`src/rtl/hazard_pkg.sv`:
```
// Shared types for the hazard control slice: forwarding select encoding and
// flush sequencer state encoding.
package hazard_pkg;

  typedef enum logic [2:0] {
    FWD_MEM = 3'b001,
    FWD_RF  = 3'b010,
    FWD_WB  = 3'b100
  } fwd_sel_t;

  // Legacy-compatible state encoding kept as plain constants.
  typedef logic [0:0] flush_state_t;
  localparam flush_state_t IDLE  = 1'b0;
  localparam flush_state_t FLUSH = 1'b1;

endpackage

```
`src/rtl/hazard_scoreboard.sv`:
```
// Multi-cycle multiply scoreboard: one down-counter per architectural register,
// per-operand pending lookup and an any-pending flag.
module hazard_scoreboard
  import hazard_pkg::*;
#(
  parameter int REG_AW      = 3,
  parameter int NUM_SRC     = 2,
  parameter int MUL_LAT     = 3,
  parameter bit ZERO_REG_EN = 1'b0
) (
  input  logic                      clk,
  input  logic                      reset,
  input  logic                      set_en,
  input  logic [REG_AW-1:0]         set_reg,
  input  logic [NUM_SRC*REG_AW-1:0] rs,
  output logic [NUM_SRC-1:0]        pending,
  output logic                      busy
);

  localparam int NREG = 1 << REG_AW;
  localparam int CW   = $clog2(MUL_LAT + 1);

  logic [CW-1:0] cnt [NREG];
  logic          set_ok;

  assign set_ok = set_en && !(ZERO_REG_EN && (set_reg == '0));

  // NOTE: the counter array is reset explicitly; a stale count after reset
  // would raise a phantom stall, so this is state, not a RAM.
  // NOTE: non-blocking assignments keep every counter update reading the
  // pre-edge value, so all registers advance together.
  always_ff @(posedge clk or negedge reset) begin
    if (!reset) begin
      for (int r = 0; r < NREG; r++) cnt[r] <= '0;
    end else begin
      for (int r = 0; r < NREG; r++) begin
        if (set_ok && (set_reg == REG_AW'(r))) cnt[r] <= CW'(MUL_LAT);
        else if (cnt[r] != '0)                 cnt[r] <= cnt[r] - 1'b1;
      end
    end
  end

  always_comb begin
    busy = 1'b0;
    for (int r = 0; r < NREG; r++) busy = busy | (cnt[r] != '0);
  end

  for (genvar i = 0; i < NUM_SRC; i++) begin : g_pend
    assign pending[i] = (cnt[rs[i*REG_AW +: REG_AW]] != '0);
  end

endmodule

```
`src/rtl/hazard_ctrl_unit.sv`:
```
// Hazard control beside the 5-stage pipeline: EX operand forwarding selects,
// load-use and multiply-scoreboard stalls, and the taken-branch flush sequencer.
module hazard_ctrl_unit
  import hazard_pkg::*;
#(
  parameter int REG_AW       = 3,
  parameter int NUM_SRC      = 2,
  parameter int MUL_LAT      = 3,
  parameter int FLUSH_CYCLES = 2,
  parameter bit ZERO_REG_EN  = 1'b0
) (
  input  logic                      clk,
  input  logic                      reset,
  input  logic [NUM_SRC*REG_AW-1:0] Rs_id,
  input  logic [NUM_SRC-1:0]        rs_used_id,
  input  logic [NUM_SRC*REG_AW-1:0] Rs_ex,
  input  logic [REG_AW-1:0]         Rd_ex,
  input  logic                      write_reg_ex,
  input  logic                      load_ex,
  input  logic [REG_AW-1:0]         Rd_mem,
  input  logic                      write_reg_mem,
  input  logic [REG_AW-1:0]         Rd_wb,
  input  logic                      write_reg_wb,
  input  logic                      mul_issue,
  input  logic [REG_AW-1:0]         Rd_mul,
  input  logic                      branch_taken_ex,
  output logic [NUM_SRC*3-1:0]      Fwd,
  output logic                      stall_pc,
  output logic                      stall_if_id,
  output logic                      bubble_id_ex,
  output logic                      flush_if_id,
  output logic                      flush_id_ex,
  output logic                      sb_busy
);

  localparam int FCW = $clog2(FLUSH_CYCLES + 1);
  localparam logic [FCW-1:0] FC_RELOAD = FCW'(FLUSH_CYCLES - 1);

  logic [NUM_SRC-1:0] lu_hit;
  logic [NUM_SRC-1:0] sb_pend;
  logic               lu_stall;
  logic               sb_stall;
  logic               flush_active;
  logic               stall;
  flush_state_t       state;
  logic [FCW-1:0]     fcnt;

  for (genvar i = 0; i < NUM_SRC; i++) begin : g_fwd
    logic [REG_AW-1:0] rs;
    fwd_sel_t          sel;

    assign rs = Rs_ex[i*REG_AW +: REG_AW];

    // NOTE: defaulting sel before the priority chain prevents a latch.
    always_comb begin
      sel = FWD_RF;
      if (!reset || (ZERO_REG_EN && (rs == '0))) sel = FWD_RF;
      else if (write_reg_mem && (Rd_mem == rs))  sel = FWD_MEM;
      else if (write_reg_wb && (Rd_wb == rs))    sel = FWD_WB;
    end

    assign Fwd[i*3 +: 3] = sel;
    assign lu_hit[i]     = rs_used_id[i] && (Rs_id[i*REG_AW +: REG_AW] == Rd_ex);
  end

  assign lu_stall = load_ex && write_reg_ex && (|lu_hit);
  assign sb_stall = |(sb_pend & rs_used_id);

  // Reset also masks the combinational paths so nothing leaks out while held.
  assign flush_active = reset && (branch_taken_ex || (state == FLUSH));
  assign stall        = reset && (lu_stall || sb_stall) && !flush_active;

  assign stall_pc     = stall;
  assign stall_if_id  = stall;
  assign bubble_id_ex = stall;
  assign flush_if_id  = flush_active;
  assign flush_id_ex  = flush_active;

  // A branch seen in FLUSH restarts the window rather than extending it.
  always_ff @(posedge clk or negedge reset) begin
    if (!reset) begin
      state <= IDLE;
      fcnt  <= '0;
    end else if (state == IDLE) begin
      if (branch_taken_ex && (FLUSH_CYCLES > 1)) begin
        state <= FLUSH;
        fcnt  <= FC_RELOAD;
      end
    end else begin
      if (branch_taken_ex) begin
        fcnt <= FC_RELOAD;
      end else if (fcnt <= FCW'(1)) begin
        state <= IDLE;
        fcnt  <= '0;
      end else begin
        fcnt <= fcnt - 1'b1;
      end
    end
  end

  hazard_scoreboard #(
    .REG_AW     (REG_AW),
    .NUM_SRC    (NUM_SRC),
    .MUL_LAT    (MUL_LAT),
    .ZERO_REG_EN(ZERO_REG_EN)
  ) u_sb (
    .clk    (clk),
    .reset  (reset),
    .set_en (mul_issue && !flush_active),
    .set_reg(Rd_mul),
    .rs     (Rs_id),
    .pending(sb_pend),
    .busy   (sb_busy)
  );

endmodule

```
`config.mk`:
```
export PLATFORM = sky130hd
export DESIGN_NAME = hazard_ctrl_unit
export DESIGN_NICKNAME = d
export VERILOG_FILES = /design/src/rtl/hazard_pkg.sv /design/src/rtl/hazard_scoreboard.sv /design/src/rtl/hazard_ctrl_unit.sv
export SDC_FILE = /design/constraint.sdc
export NUM_CORES = 1
export LEC_CHECK = 0
export ABC_CLOCK_PERIOD_IN_PS = 3390
export BUFFER_PORTS_ARGS = -buffer_cell sky130_fd_sc_hd__buf_4
export CORE_MARGIN = 3
export CORE_UTILIZATION = 50
export DETAILED_ROUTE_END_ITERATION = 16
export PLACE_DENSITY = 0.77
export SYNTH_ARGS = -nofsm -noshare
export SYNTH_HDL_FRONTEND = slang
export SYNTH_SLANG_ARGS = --single-unit
```
`constraint.sdc`:
```
create_clock -name clk -period 3.39 [get_ports clk]
set_input_delay 0.1695 -clock clk [delete_from_list [all_inputs] [get_ports clk]]
set_output_delay 0.1695 -clock clk [all_outputs]
set_load 0.01 [all_outputs]
```
After elaboration in Yosys (flattened, before gate mapping)

Cells that the tools add are included.

Input port bits: 34
Flip-flop bits (word level): 19
Output and inout bits: 12

Mux-type cells: 36
Equality and inequality tests: 13
$add $sub $neg: 9
Reductions and logical operators: 45
Bitwise gates (word level): 10
Magnitude comparators: 3

Operators by type and width:

| kind                | count |
|---|---|
| $mux 2              | 24 |
| $reduce_bool 2->1   | 19 |
| $logic_and 1x1->1   | 20 |
| $eq 3x3->1          | 6 |
| $mux 3              | 6 |
| $sub 2x1->2 const B | 9 |
| $bmux 2 s3          | 2 |
| $eq 3x3->1 const B  | 4 |
| $ge 4x4->1 const B  | 2 |
| $not 3->4           | 2 |
| $or 1x1->1          | 7 |
| $eq 3x2->1 const B  | 2 |
| $mux 1              | 4 |
| $reduce_or 2->1     | 2 |
| $eq 3x1->1 const B  | 1 |
| $logic_not 3->1     | 1 |
| $and 2x2->2         | 1 |
| $le 2x1->1 const B  | 1 |
| $logic_or 1x1->1    | 2 |
| $logic_not 1->1     | 1 |

Logic depth before layout (Yosys ltp)

Gate-level depths: netlist (run 1).

Word-level depth: 10
Depth in mapped cells: 7
Depth with buffers taken out: 5

By module

Synthesis (run 1) repeated with hierarchy kept, for this count alone.

Cells, all modules: 162
Area, all modules: 1,441.4 µm²

Modules (own cells, without submodules):

| module            | area each (µm²) | seq. area each (µm²) | times used | cells an instance |
|---|---|---|---|---|
| hazard_scoreboard | 1,003.5         | 400.4                | 1          | 111 |
| hazard_ctrl_unit  | 437.9           | 75.1                 | 1          | 51 |

Worst setup path before layout (run 1)

Ideal clock, no wire load.

Path kind: flip-flop to output port
Start: register u_sb.cnt[14] (netlist bit)
End: output port stall_if_id
Arrival: 1.590 ns
Cell stages (with the launch flop): 7
Path slack: 1.630 ns
Required time: 3.220 ns
Cell sequence: dfrtp_1 > nor3_1 > a31oi_1 > o22ai_1 > o41ai_1 > or4_1 > buf_4

Word-level cells in the longest chain between the ends: 9
Elaborated cells between the ends (all ways): 13
Classes of those cells: 6 x mux; 1 x bitwise; 6 x reduce/logical

Ends and longest elaborated chain:

| element                                    | RTL line                | text |
|---|---|---|
| from (decl)                                | hazard_scoreboard.sv:23 | `logic [CW-1:0] cnt [NREG];` |
| from (signal, indexed assignment)          | hazard_scoreboard.sv:37 | `if (set_ok && (set_reg == REG_AW'(r))) cnt[r] <= CW'(MUL_LAT);` |
| $bmux 2 s3                                 | hazard_scoreboard.sv:49 | `assign pending[i] = (cnt[rs[i*REG_AW +: REG_AW]] != '0);` |
| $mux 2 (implied by the code) (2 in series) | hazard_scoreboard.sv:49 |  |
| $reduce_bool 2->1                          | hazard_scoreboard.sv:49 |  |
| $and 2x2->2 *                              | hazard_ctrl_unit.sv:67  | `assign sb_stall = \|(sb_pend & rs_used_id);` |
| $reduce_or 2->1 *                          | hazard_ctrl_unit.sv:67  |  |
| $logic_or 1x1->1 *                         | hazard_ctrl_unit.sv:71  | `assign stall = reset && (lu_stall \|\| sb_stall) && !flush_active;` |
| $logic_and 1x1->1 * (2 in series)          | hazard_ctrl_unit.sv:71  |  |
| to (decl)                                  | hazard_ctrl_unit.sv:29  | `output logic stall_if_id,` |

Mark *: on every way between the ends. The rest lies on a longest branch, timed or not. The select of a mux whose other input is x is not followed.

Worst setup path after layout (run 1)

Start: input port reset
End: output port bubble_id_ex

Word-level cells in the longest chain between the ends: 3
Elaborated cells between the ends (all ways): 4
Classes of those cells: 4 x reduce/logical

Ends and longest elaborated chain:

| element             | RTL line               | text |
|---|---|---|
| from (decl)         | hazard_ctrl_unit.sv:13 | `input logic reset,` |
| $logic_and 1x1->1   | hazard_ctrl_unit.sv:70 | `assign flush_active = reset && (branch_taken_ex \|\| (state == FLUSH));` |
| $logic_not 1->1     | hazard_ctrl_unit.sv:71 |  |
| $logic_and 1x1->1 * | hazard_ctrl_unit.sv:71 |  |
| to (decl)           | hazard_ctrl_unit.sv:30 | `output logic bubble_id_ex,` |

Mark *: on every way between the ends. The rest lies on a longest branch, timed or not.

==> impl_metrics.csv, run 1 <==
group,metric,value,unit
synthesis,yosysTopAreaCell,"dfrtp_1",
timing,hold_viol_final,0,
final_layout,stdcell_area,0.001809,sq mm
timing,fin_skew,0.009968,ns
worst_setup_path,crit_type,"in -> out",
synthesis,synth_nets,206,
placed_design,place.gp.congestion,0.9086,
floorplan,ios,46,
final_layout,fillers,221,
timing,tns,0,ns
worst_setup_path,crit_start,"reset",
route,vias,1394,
final_layout,nets,252,
global_routing,antenna_found_initial,0,
synthesis,synth-edff-count,0,
global_routing,grt_usage,21.69,%
worst_setup_path,r2r_setup_slack,1.93,ns
synthesis,async_flop_share,100.0,%
clock_tree,cts.path.max_buffers,2,
final_layout,diodes,0,
synthesis,ys_types,39,
clock_tree,ctsResizeCount,0,
clock_tree,insertion_delay,0.31,ns
clock_tree,cts_inserted_buffers,3,
synthesis,synth_top_area_share,33.22,%
synthesis,synthCells,164,
min_path,holdCritPathClass,"in -> reg",
route,first_iter_violations,73,
pwr,p_leak,0.8875,nW
floorplan,core,0.002590,sq mm
pwr,power_density,617.4,mW/mm^2
floorplan,die_height,59.51,um
floorplan,fp.dieW,59.51,um
timing,timing.fmax,439.6,MHz
synthesis,synthAdderAreaFrac,6.993,%
pwr,peakVddDrop,0.4851,mV
final_layout,final-instance-count-excl-fill,239,
synthesis,syn_area_per_cell,8.728,sq um
global_routing,grt_overflow,0,
timing,slew_headroom,71.59,%
timing,rsz0062_at_grt,"false",
floorplan,dieArea,0.003541,sq mm
route,dr.pass1.iters,4,
clock_tree,htreeDepth,1,
final_layout,syn_to_final_growth,26.40,%
synthesis,synthSimpleGateAreaFrac,21.07,%
timing,worstMarginPinSlew,0.4223,ns
floorplan,start_util,55.27,%
route,drc,0,
worst_setup_path,crit_path_end_kind,"output port",
clock_tree,post-cts-setup-buffers,0,
synthesis,synth.area.mux_share,0.7867,%
synthesis,yosysSeqAreaShare,33.22,%
timing,setup_violations,0,
status,status,"completed",
clock_tree,cts_tree,"yes",
synthesis,synth_xor_area_share,15.91,%
timing,maxSlewViolCount,0,
placed_design,dp_hpwl,2915,um
placed_design,dp.cells,234,
route,ant_nets,0,
worst_setup_path,required,3.22,ns
placed_design,port_buffers,45,
min_path,min_from,"branch_taken_ex",
route,drt-vias-per-instance,5.833,
worst_setup_path,start_kind,"input port",
synthesis,synth_area_leaders,"dfrtp_1 33%, xor2_1 15%, ha_1 7.0%",
timing,post-route-min-period,2.275,ns
global_routing,grt_max_degree,25,
clock_tree,cts_hold_buf,1,
synthesis,synth_compound_area_share,14.60,%
clock_tree,clock-root-buffer,"clkbuf_4",
final_layout,drive_gt1_share,25.84,%
timing,min_period_over_period,67.11,%
route,wire_per_inst,15.22,um
floorplan,num_rows,18,
global_routing,grt_first_pass_wirelength,5892,um
synthesis,synth_area,0.001431,sq mm
placed_design,preCtsSetupSlack,1.531,ns
synthesis,synth_flop_cell,"dfrtp_1",
synthesis,ys_ff_latch,19,
worst_setup_path,cp_max_fo,24,
flow_run,drv_cap,0,
synthesis,synth_top_family_by_area,"simple AND/OR/NAND/NOR gates",
timing,worst_slack,1.115,ns
placed_design,place_area,0.001772,sq mm
clock_tree,clkTransAtPathRegs,0.12,ns
synthesis,synth_warnings,0,
worst_setup_path,cp.arrival,2.11,ns
route,postRouteWirelength,3638,um
worst_setup_path,r2r_start,"state",
global_routing,first_global_vias,1456,
clock_tree,cts.sinks,19,
[logic make-up (layout without fill, tap and decap cells)]
kind of cell / count (synthesis) / after routing
compound gates: 29 / 29
xor+xnor: 26 / 26
fa+ha+maj: 8 / 8
buf+inv: 24 / 69
flops: 19 / 19
mux: 1 / 1
simple gates: 57 / 57
[critical path, stage by stage]
cell	delay, ns
dlygate4sd3_1	0.54
buf_4	0.24
and3_1	0.22
nand4_1	0.09
o41ai_1	0.09
or4_1	0.58
buf_4	0.18
[power breakdown]
group | switching [W] | internal (W) | total (W)
Clock | 0.0000742 | 0.0000440 | 0.000118
Combinational | 0.000297 | 0.000268 | 0.000566
Sequential | 0.0000955 | 0.000338 | 0.000433
[final cells by class]
class,instances,area (sq um),area share [%]
repair buffers,46,347.8,19.23
flip-flops and latches,19,475.5,26.28
multi-input cells,121,849.6,46.96
well taps,30,37.54,2.075
clock inverters,1,5.005,0.2766
clock buffers,3,22.52,1.245
inverters,19,71.32,3.942
[final timing paths]
path / depth (start not counted) / endpoint
setup reg to reg: 4 / u_sb.cnt[15]
hold / removal: 2 / fcnt[1]
setup / recovery: 7 / bubble_id_ex
hold reg to reg: 1 / fcnt[0]
min in group asynchronous: 2 / u_sb.cnt[15]
max in group asynchronous: 2 / u_sb.cnt[4]
[Yosys cell counts (3+ instances only)]
| master | number |
|---|---|
| xor2_1 | 25 |
| dfrtp_1 | 19 |
| inv_1 | 19 |
| nand2_1 | 17 |
| nor3_1 | 10 |
| ha_1 | 8 |
| nor4_1 | 6 |
| o21ai_0 | 5 |
| buf_4 | 4 |
| o211ai_1 | 4 |
| a31oi_1 | 3 |
| nand3_1 | 3 |
| nand4_1 | 3 |
| nor2_1 | 3 |
| o221ai_1 | 3 |
| or2_2 | 3 |
[stage by stage]
stage                     power (W)  hold slack, ns  utilization, %
after floorplan           0.0008339         -0.1261               -
after global placement    0.0009602         0.07628           68.41
after detailed placement  0.0009933         0.08168           68.41
after CTS                  0.001118         0.04107           69.86
after global routing       0.001225         0.03197           69.86
final                      0.001117         0.04081           69.86
[per-layer routing]
layer  up-vias  GRT usage (%)  wire [um]
li1        665              -          -
met1       654          24.90       1500
met2        60          39.16       1778
met3        15          3.050        246
met4         0          10.13        113
met5         -              0          0
[cells in the final DEF, fill, tap and decap left out, types with 2 or more instances in the layout]
cell type,count
nand2_1,17
or3_1,2
o41ai_1,2
nor2_1,3
nor3_1,10
nand3_1,3
nand2b_1,2
inv_1,19
nor2b_1,2
nor4_1,6
clkbuf_4,3
buf_4,45
a31oi_1,3
o221ai_1,3
nor3b_1,2
or2_2,3
o21ai_0,5
nand4_1,3
ha_1,8
o211ai_1,4
xor2_1,25
a21boi_0,2
dfrtp_1,19
[registers in the layout, summed over array words and instances (netlist names)]
name	count
u_sb.cnt	16
fcnt	2
state	1
Power figures use the tool's default switching activity.
==> run 2: changes to the inputs <==
ABC_AREA = 1   (was not set)
ABC_CLOCK_PERIOD_IN_PS = 2300   (was 3390)
PLACE_DENSITY = 0.76   (was 0.77)
clock period = 2.3 ns   (was 3.39 ns; I/O delays follow)
==> run 2 against run 1 <==
Wire length down 12%. Worst hold slack worse by 0.0094 ns. Register-to-register slack worse by 0.90 ns. Design area up 3.7%. Global-route usage down 2.5 points. Non-clock buffer count unchanged. Synthesized area up 3.8%. Utilization down 3.0 points. Clock power up 41%. Combinational power up 52%.
==> impl_metrics.csv, run 2 <==
group,metric,value,unit
status,status,"completed",
route,vias,1444,
timing,timing.fmax,602.6,MHz
synthesis,async_flop_share,100.0,%
route,dr.pass1.iters,4,
worst_setup_path,crit_chain,"dlygate4sd3_1 -> buf_4 -> nand2_1 -> a21oi_1 -> nand3_1 -> o21ai_1 -> inv_1 -> buf_4",
global_routing,antenna_found_initial,0,
worst_setup_path,start_kind,"input port",
timing,worst_slack,0.6406,ns
timing,setup_violations,0,
synthesis,synth_compound_area_share,11.20,%
worst_setup_path,required,2.18,ns
synthesis,syn_area_per_cell,6.946,sq um
route,ant_nets,0,
route,drc,0,
floorplan,core,0.002805,sq mm
final_layout,top_register,"u_sb.cnt",
synthesis,yosysMostFrequentCell,"nand2_1",
worst_setup_path,r2r_cells,5,
floorplan,fp.dieW,60.53,um
final_layout,top_regs,"u_sb.cnt: 16 flops, fcnt: 2 flops, state: 1 flops",
floorplan,ios,46,
final_layout,final_cell_mix,"56 x nand2_1, 45 x buf_4, 36 x inv_1, 21 x nor2_1, 19 x dfrtp_1",
synthesis,synth.area.mux_share,0,%
synthesis,synthAdderAreaFrac,6.734,%
clock_tree,ctsResizeCount,0,
timing,slew_headroom,80.32,%
clock_tree,clkTransAtPathRegs,0.10,ns
clock_tree,insertion_delay,0.30,ns
timing,maxSlewViolCount,0,
global_routing,first_global_vias,1280,
worst_setup_path,crit_path_end_kind,"output port",
final_layout,fillers,284,
worst_setup_path,critPathMostFrequentCell,"buf_4",
clock_tree,clock-root-buffer,"clkbuf_4",
synthesis,synthCells,214,
timing,worstMarginPinSlew,0.2952,ns
pwr,p_leak,1.027,nW
timing,tns,0,ns
synthesis,synthSimpleGateAreaFrac,29.88,%
placed_design,place.gp.congestion,0.8506,
floorplan,die_height,60.53,um
worst_setup_path,timing.rr.end,"u_sb.cnt[3]",
synthesis,synth_nets,256,
synthesis,synth_area_leaders,"dfrtp_1 32%, nand2_1 14%, inv_1 9.1%",
synthesis,synth_flop_cell,"dfrtp_1",
floorplan,num_rows,19,
pwr,peakVddDrop,0.7513,mV
global_routing,grt_usage,19.17,%
placed_design,dp_hpwl,2637,um
worst_setup_path,cp_slowest_cell,"dlygate4sd3_1",
worst_setup_path,r2r_setup_slack,1.03,ns
final_layout,final_common_cell,"nand2_1",
placed_design,preCtsSetupSlack,1.010,ns
synthesis,ys_ff_latch,19,
final_layout,nets,304,
synthesis,synth_warnings,0,
route,drt-vias-per-instance,4.945,
clock_tree,cts_inserted_buffers,3,
pwr,power_density,869.5,mW/mm^2
timing,fin_hold_ws,0.03142,ns
floorplan,start_util,52.99,%
clock_tree,htreeDepth,1,
synthesis,synth-edff-count,0,
worst_setup_path,crit_start,"reset",
placed_design,port_buffers,45,
timing,fin_skew,0.002700,ns
synthesis,synth_commonest_cells,"56 x nand2_1, 36 x inv_1, 21 x nor2_1, 19 x dfrtp_1, 18 x nand3_1",
synthesis,ys_types,25,
clock_tree,cts_tree,"yes",
final_layout,syn_to_final_growth,26.26,%
worst_setup_path,critical_path.endpoint,"Fwd[1]",
route,first_iter_violations,67,
synthesis,synth_xor_area_share,8.838,%
global_routing,grt_first_pass_wirelength,5388,um
global_routing,grt_max_degree,25,
timing,post-route-min-period,1.659,ns
worst_setup_path,critical_path.max_stage_delay,0.52,ns
worst_setup_path,cp.arrival,1.54,ns
final_layout,largest_reg_flops,16,
timing,min_period_over_period,72.15,%
worst_setup_path,r2r_start,"state",
synthesis,synth_area,0.001486,sq mm
timing,hold_viol_final,0,
worst_setup_path,cp_max_fo,24,
route,wire_per_inst,11.02,um
synthesis,synth_top_family_by_area,"simple AND/OR/NAND/NOR gates",
synthesis,yosysTopAreaCell,"dfrtp_1",
final_layout,diodes,0,
worst_setup_path,crit_type,"in -> out",
global_routing,grt_overflow,0,
timing,rsz0062_at_grt,"false",
synthesis,synth_top_area_share,31.99,%
clock_tree,cts.sinks,19,
clock_tree,cts.path.max_buffers,2,
synthesis,yosysSeqAreaShare,31.99,%
min_path,holdCritPathClass,"in -> reg",
flow_run,drv_cap,0,
route,postRouteWirelength,3217,um
floorplan,dieArea,0.003663,sq mm
final_layout,drive_gt1_share,22.22,%
-- run 2: cell types whose count changed after synthesis, sizes merged, moves of 3 or more --
cell,previous run,this run
o221ai,3,0
o211ai,4,9
a31oi,3,0
a21oi,1,8
nor2,3,23
nor3,10,1
xor2,25,10
nor4,6,1
nand3,3,19
nand2,17,57
inv,19,39
nor3b,3,0
xnor2,1,5
-- run 2: timing repair --
action	CTS	global route
endpoints found under the hold margin	19	0
setup buffers	0	0
hold buffers	1	0
-- run 2: cell type report --
| type | count | area [sq um] | area share (%) |
|---|---|---|---|
| well taps | 31 | 38.79 | 2.067 |
| flip-flops and latches | 19 | 475.5 | 25.33 |
| multi-input cells | 153 | 842.1 | 44.87 |
| repair buffers | 46 | 347.8 | 18.53 |
| inverters | 39 | 146.4 | 7.800 |
| clock buffers | 4 | 26.28 | 1.400 |
-- run 2: worst min-delay path by stage --
stage	to	from	slack (ns)	depth (start not counted)
2_1_floorplan	fcnt[0]	reset	-0.18	0
3_3_place_gp	u_sb.cnt[3]	reset	0.02	1
3_5_place_dp	u_sb.cnt[3]	reset	0.02	1
4_1_cts	state	branch_taken_ex	0.03	3
5_1_grt	state	branch_taken_ex	0.06	3
6_report	state	branch_taken_ex	0.03	3
-- run 2: where the power goes --
group          switching (W)  internal, W  total, W
clock network      0.0000985    0.0000676  0.000166
registers           0.000106     0.000498  0.000603
logic               0.000468     0.000395  0.000863
total               0.000672     0.000960   0.00163
-- run 2: per-layer routing --
metal	GRT usage (%)	vias up	wire [um]
li1	-	772	-
met1	25.99	630	1580
met2	33.02	37	1430
met3	1.277	5	165
met4	5.573	0	41
met5	0	-	0
-- run 2: logic make-up after synthesis --
kind of cell             Yosys count
AND/OR/NAND/NOR                  105
buffers and inverters             42
AO/OA/AOI/OAI                     25
flip-flops                        19
XOR/XNOR                          15
adder cells (fa/ha/maj)            8
-- run 2: critical path: cells and delay by family --
kind / cells / cell delay (ns)
simple gates: 2 / 0.20
compound gates: 2 / 0.23
buf+inv: 4 / 1.00
-- run 2: stage by stage --
step	area, sq um	total power [W]	instances	util, %
global route	1877	0.001814	292	66.90
global placement	1841	0.001447	287	65.61
floorplan	1486	0.001248	214	-
detailed placement	1841	0.001459	287	65.61
CTS	1877	0.001639	292	66.90
finish	1877	0.001632	292	66.90
==> run 3: changes to the inputs <==
ABC_AREA = 0   (was 1)
ABC_CLOCK_PERIOD_IN_PS = 1490   (was 2300)
CORE_UTILIZATION = 46   (was 50)
PLACE_DENSITY = 0.74   (was 0.76)
clock period = 1.49 ns   (was 2.3 ns; I/O delays follow)
==> run 3 against run 2 <==
The run now ends with negative setup slack left. Total power increased by 110%. Clock skew about the same. Combinational power up 150%. Non-clock buffer count increased by 31. Setup slack worse by 1.1 ns. Final cell count is 7.2% lower. Worst hold slack better by 0.016 ns. Sequential power increased by 66%. First-iteration DRC count up 130%.
==> impl_metrics.csv, run 3 (synthesis gave the netlist of run 1 again) <==
group,metric,value,unit
worst_setup_path,crit_start,"u_sb.cnt[6]",
pwr,peakVddDrop,1.175,mV
flow_run,drv_cap,0,
final_layout,top_regs,"u_sb.cnt: 16 flops, fcnt: 2 flops, state: 1 flops",
route,dr.pass1.iters,4,
final_layout,top_register,"u_sb.cnt",
placed_design,place.gp.congestion,0.9275,
route,first_iter_violations,157,
timing,fin_skew,0.002797,ns
placed_design,dp.cells,259,
timing,hold_viol_final,0,
route,wl_met2,2431,um
final_layout,final_common_cell,"buf_4",
final_layout,final_cell_mix,"67 x buf_4, 25 x xor2_1, 19 x dfrtp_1, 17 x nand2_1, 11 x inv_1",
worst_setup_path,r2r_cells,5,
worst_setup_path,timing.rr.end,"u_sb.cnt[15]",
pwr,power.total,0.003437,W
floorplan,start_util,50.18,%
worst_setup_path,crit_path_end_kind,"output port",
final_layout,nets,283,
placed_design,dp_hpwl,3354,um
clock_tree,insertion_delay,0.31,ns
route,wl_met1,1819,um
route,drc,0,
final_layout,drive_gt1_share,47.08,%
timing,worst_slack,-0.4914,ns
timing,timing.fmax,504.7,MHz
clock_tree,clkTransAtPathRegs,0.12,ns
timing,min_period_over_period,133.0,%
pwr,p_leak,1.054,nW
status,violations,"negative setup slack",
timing,slew_headroom,77.06,%
clock_tree,cts.sinks,19,
route,highest_layer,"met4",
worst_setup_path,crit_chain,"nor3_2 -> a31oi_1 -> a21oi_1 -> nor3b_1 -> or4_4 -> buf_6",
worst_setup_path,r2r_start,"state",
route,met3WireLength,316,um
floorplan,core,0.002853,sq mm
global_routing,grt_usage,24.12,%
timing,maxSlewViolCount,0,
route,postRouteWirelength,4719,um
global_routing,grt_overflow,0,
final_layout,syn_to_final_growth,56.73,%
final_layout,diodes,0,
floorplan,dieArea,0.003817,sq mm
global_routing,antenna_found_initial,0,
min_path,holdCritPathClass,"in -> async",
final_layout,final_util,78.64,%
worst_setup_path,cp.arrival,1.91,ns
timing,rsz0062_at_grt,"true",
clock_tree,clock-root-buffer,"clkbuf_4",
final_layout,largest_reg_flops,16,
worst_setup_path,critical_path.max_stage_delay,0.55,ns
worst_setup_path,crit_type,"reg -> out",
timing,post-route-min-period,1.981,ns
clock_tree,cts_tree,"yes",
worst_setup_path,required,1.42,ns
placed_design,preCtsSetupSlack,-0.1085,ns
worst_setup_path,start_kind,"register",
pwr,power_density,1532,mW/mm^2
clock_tree,cts.path.max_buffers,2,
clock_tree,cts_inserted_buffers,3,
final_layout,fillers,178,
floorplan,ios,46,
route,wire_per_inst,17.41,um
route,drt-vias-per-instance,5.720,
floorplan,num_rows,19,
worst_setup_path,r2r_setup_slack,0.02,ns
floorplan,fp.dieW,61.78,um
timing,worstMarginPinSlew,0.3409,ns
timing,setup_violations,4,
floorplan,die_height,61.78,um
status,status,"complete, but fails checks",
final_layout,final-instance-count-excl-fill,271,
worst_setup_path,cp_max_fo,3,
global_routing,first_global_vias,1467,
worst_setup_path,critical_path.endpoint,"bubble_id_ex",
worst_setup_path,cp_slowest_cell,"or4_4",
placed_design,port_buffers,45,
global_routing,grt_first_pass_wirelength,6596,um
clock_tree,htreeDepth,1,
global_routing,grt_max_degree,18,
route,ant_nets,0,
route,vias,1550,
==> run 3: changes by cell type in the layout (fill, tap and decap cells not counted), moves of 5 or more <==
cell,delta
buf_4,+22
buf_6,+7
nand3_1,-16
xor2_1,+15
nand2_1,-39
inv_1,-25
ha_4,+5
o211ai_1,-5
nor3_2,+5
inv_2,+5
ha_1,-7
a21oi_1,-6
nor2_1,-19
==> run 3: final cells by class <==
type	count	area, sq um	share of cell area, %
timing repair buffer	77	614.3	27.38
sequential	19	475.5	21.19
inverter	19	71.32	3.179
multi-input combinational	121	1016	45.29
clock inverter	1	5.005	0.2231
tap	31	38.79	1.729
clock buffer	3	22.52	1.004
==> run 3: worst min path at each step <==
stage	start	to	slack (ns)	cells after the start
CTS	Rd_mul[0]	u_sb.cnt[14]	0.07	3
floorplan	reset	fcnt[0]	-0.22	0
finish	reset	u_sb.cnt[7]	0.05	3
detailed placement	reset	u_sb.cnt[2]	0.02	2
global placement	reset	u_sb.cnt[3]	0.01	2
global route	reset	u_sb.cnt[7]	0.04	3
==> run 3: per-layer routing <==
metal	GRT usage (%)	vias to the layer above
li1	-	731
met1	28.92	740
met2	41.41	63
met3	3.926	16
met4	12.42	0
met5	0	-
==> run 3: repair_timing <==
action | in CTS | in global routing
resized for setup | 16 | 31
endpoints found under the setup margin | 8 | 14
pin swaps | 8 | 13
endpoints found under the hold margin | 22 | 2
hold buffers | 2 | 1
buffers inserted | 1 | 6
==> run 3: where the power goes <==
group | total (W) | leakage, nW | internal, W | switching (W)
sequential | 0.000999 | 0.223 | 0.000767 | 0.000232
combinational | 0.00215 | 0.813 | 0.00117 | 0.000982
clock | 0.000284 | 0.0177 | 0.000101 | 0.000184
total | 0.00344 | 1.05 | 0.00204 | 0.00140
==> run 3: critical path: cells and delay by family, from the launching register on <==
| kind | cells | cell delay [ns] |
|---|---|---|
| and+or+nand+nor | 3 | 0.79 |
| AOI/OAI and AO/OA | 2 | 0.23 |
| DFF | 1 | 0.43 |
| buffers and inverters | 1 | 0.14 |
==> run 3: per-stage QoR <==
step / hold slack (ns) / setup TNS (ns) / cell area, sq um
after floorplan: -0.2211 / -0.1430 / 1443
after global placement: 0.01012 / -0.2808 / 1957
after detailed placement: 0.02390 / -0.3921 / 1957
after CTS: 0.07281 / -2.978 / 2074
after global routing: 0.04043 / -1.976 / 2243
final: 0.04758 / -1.749 / 2243
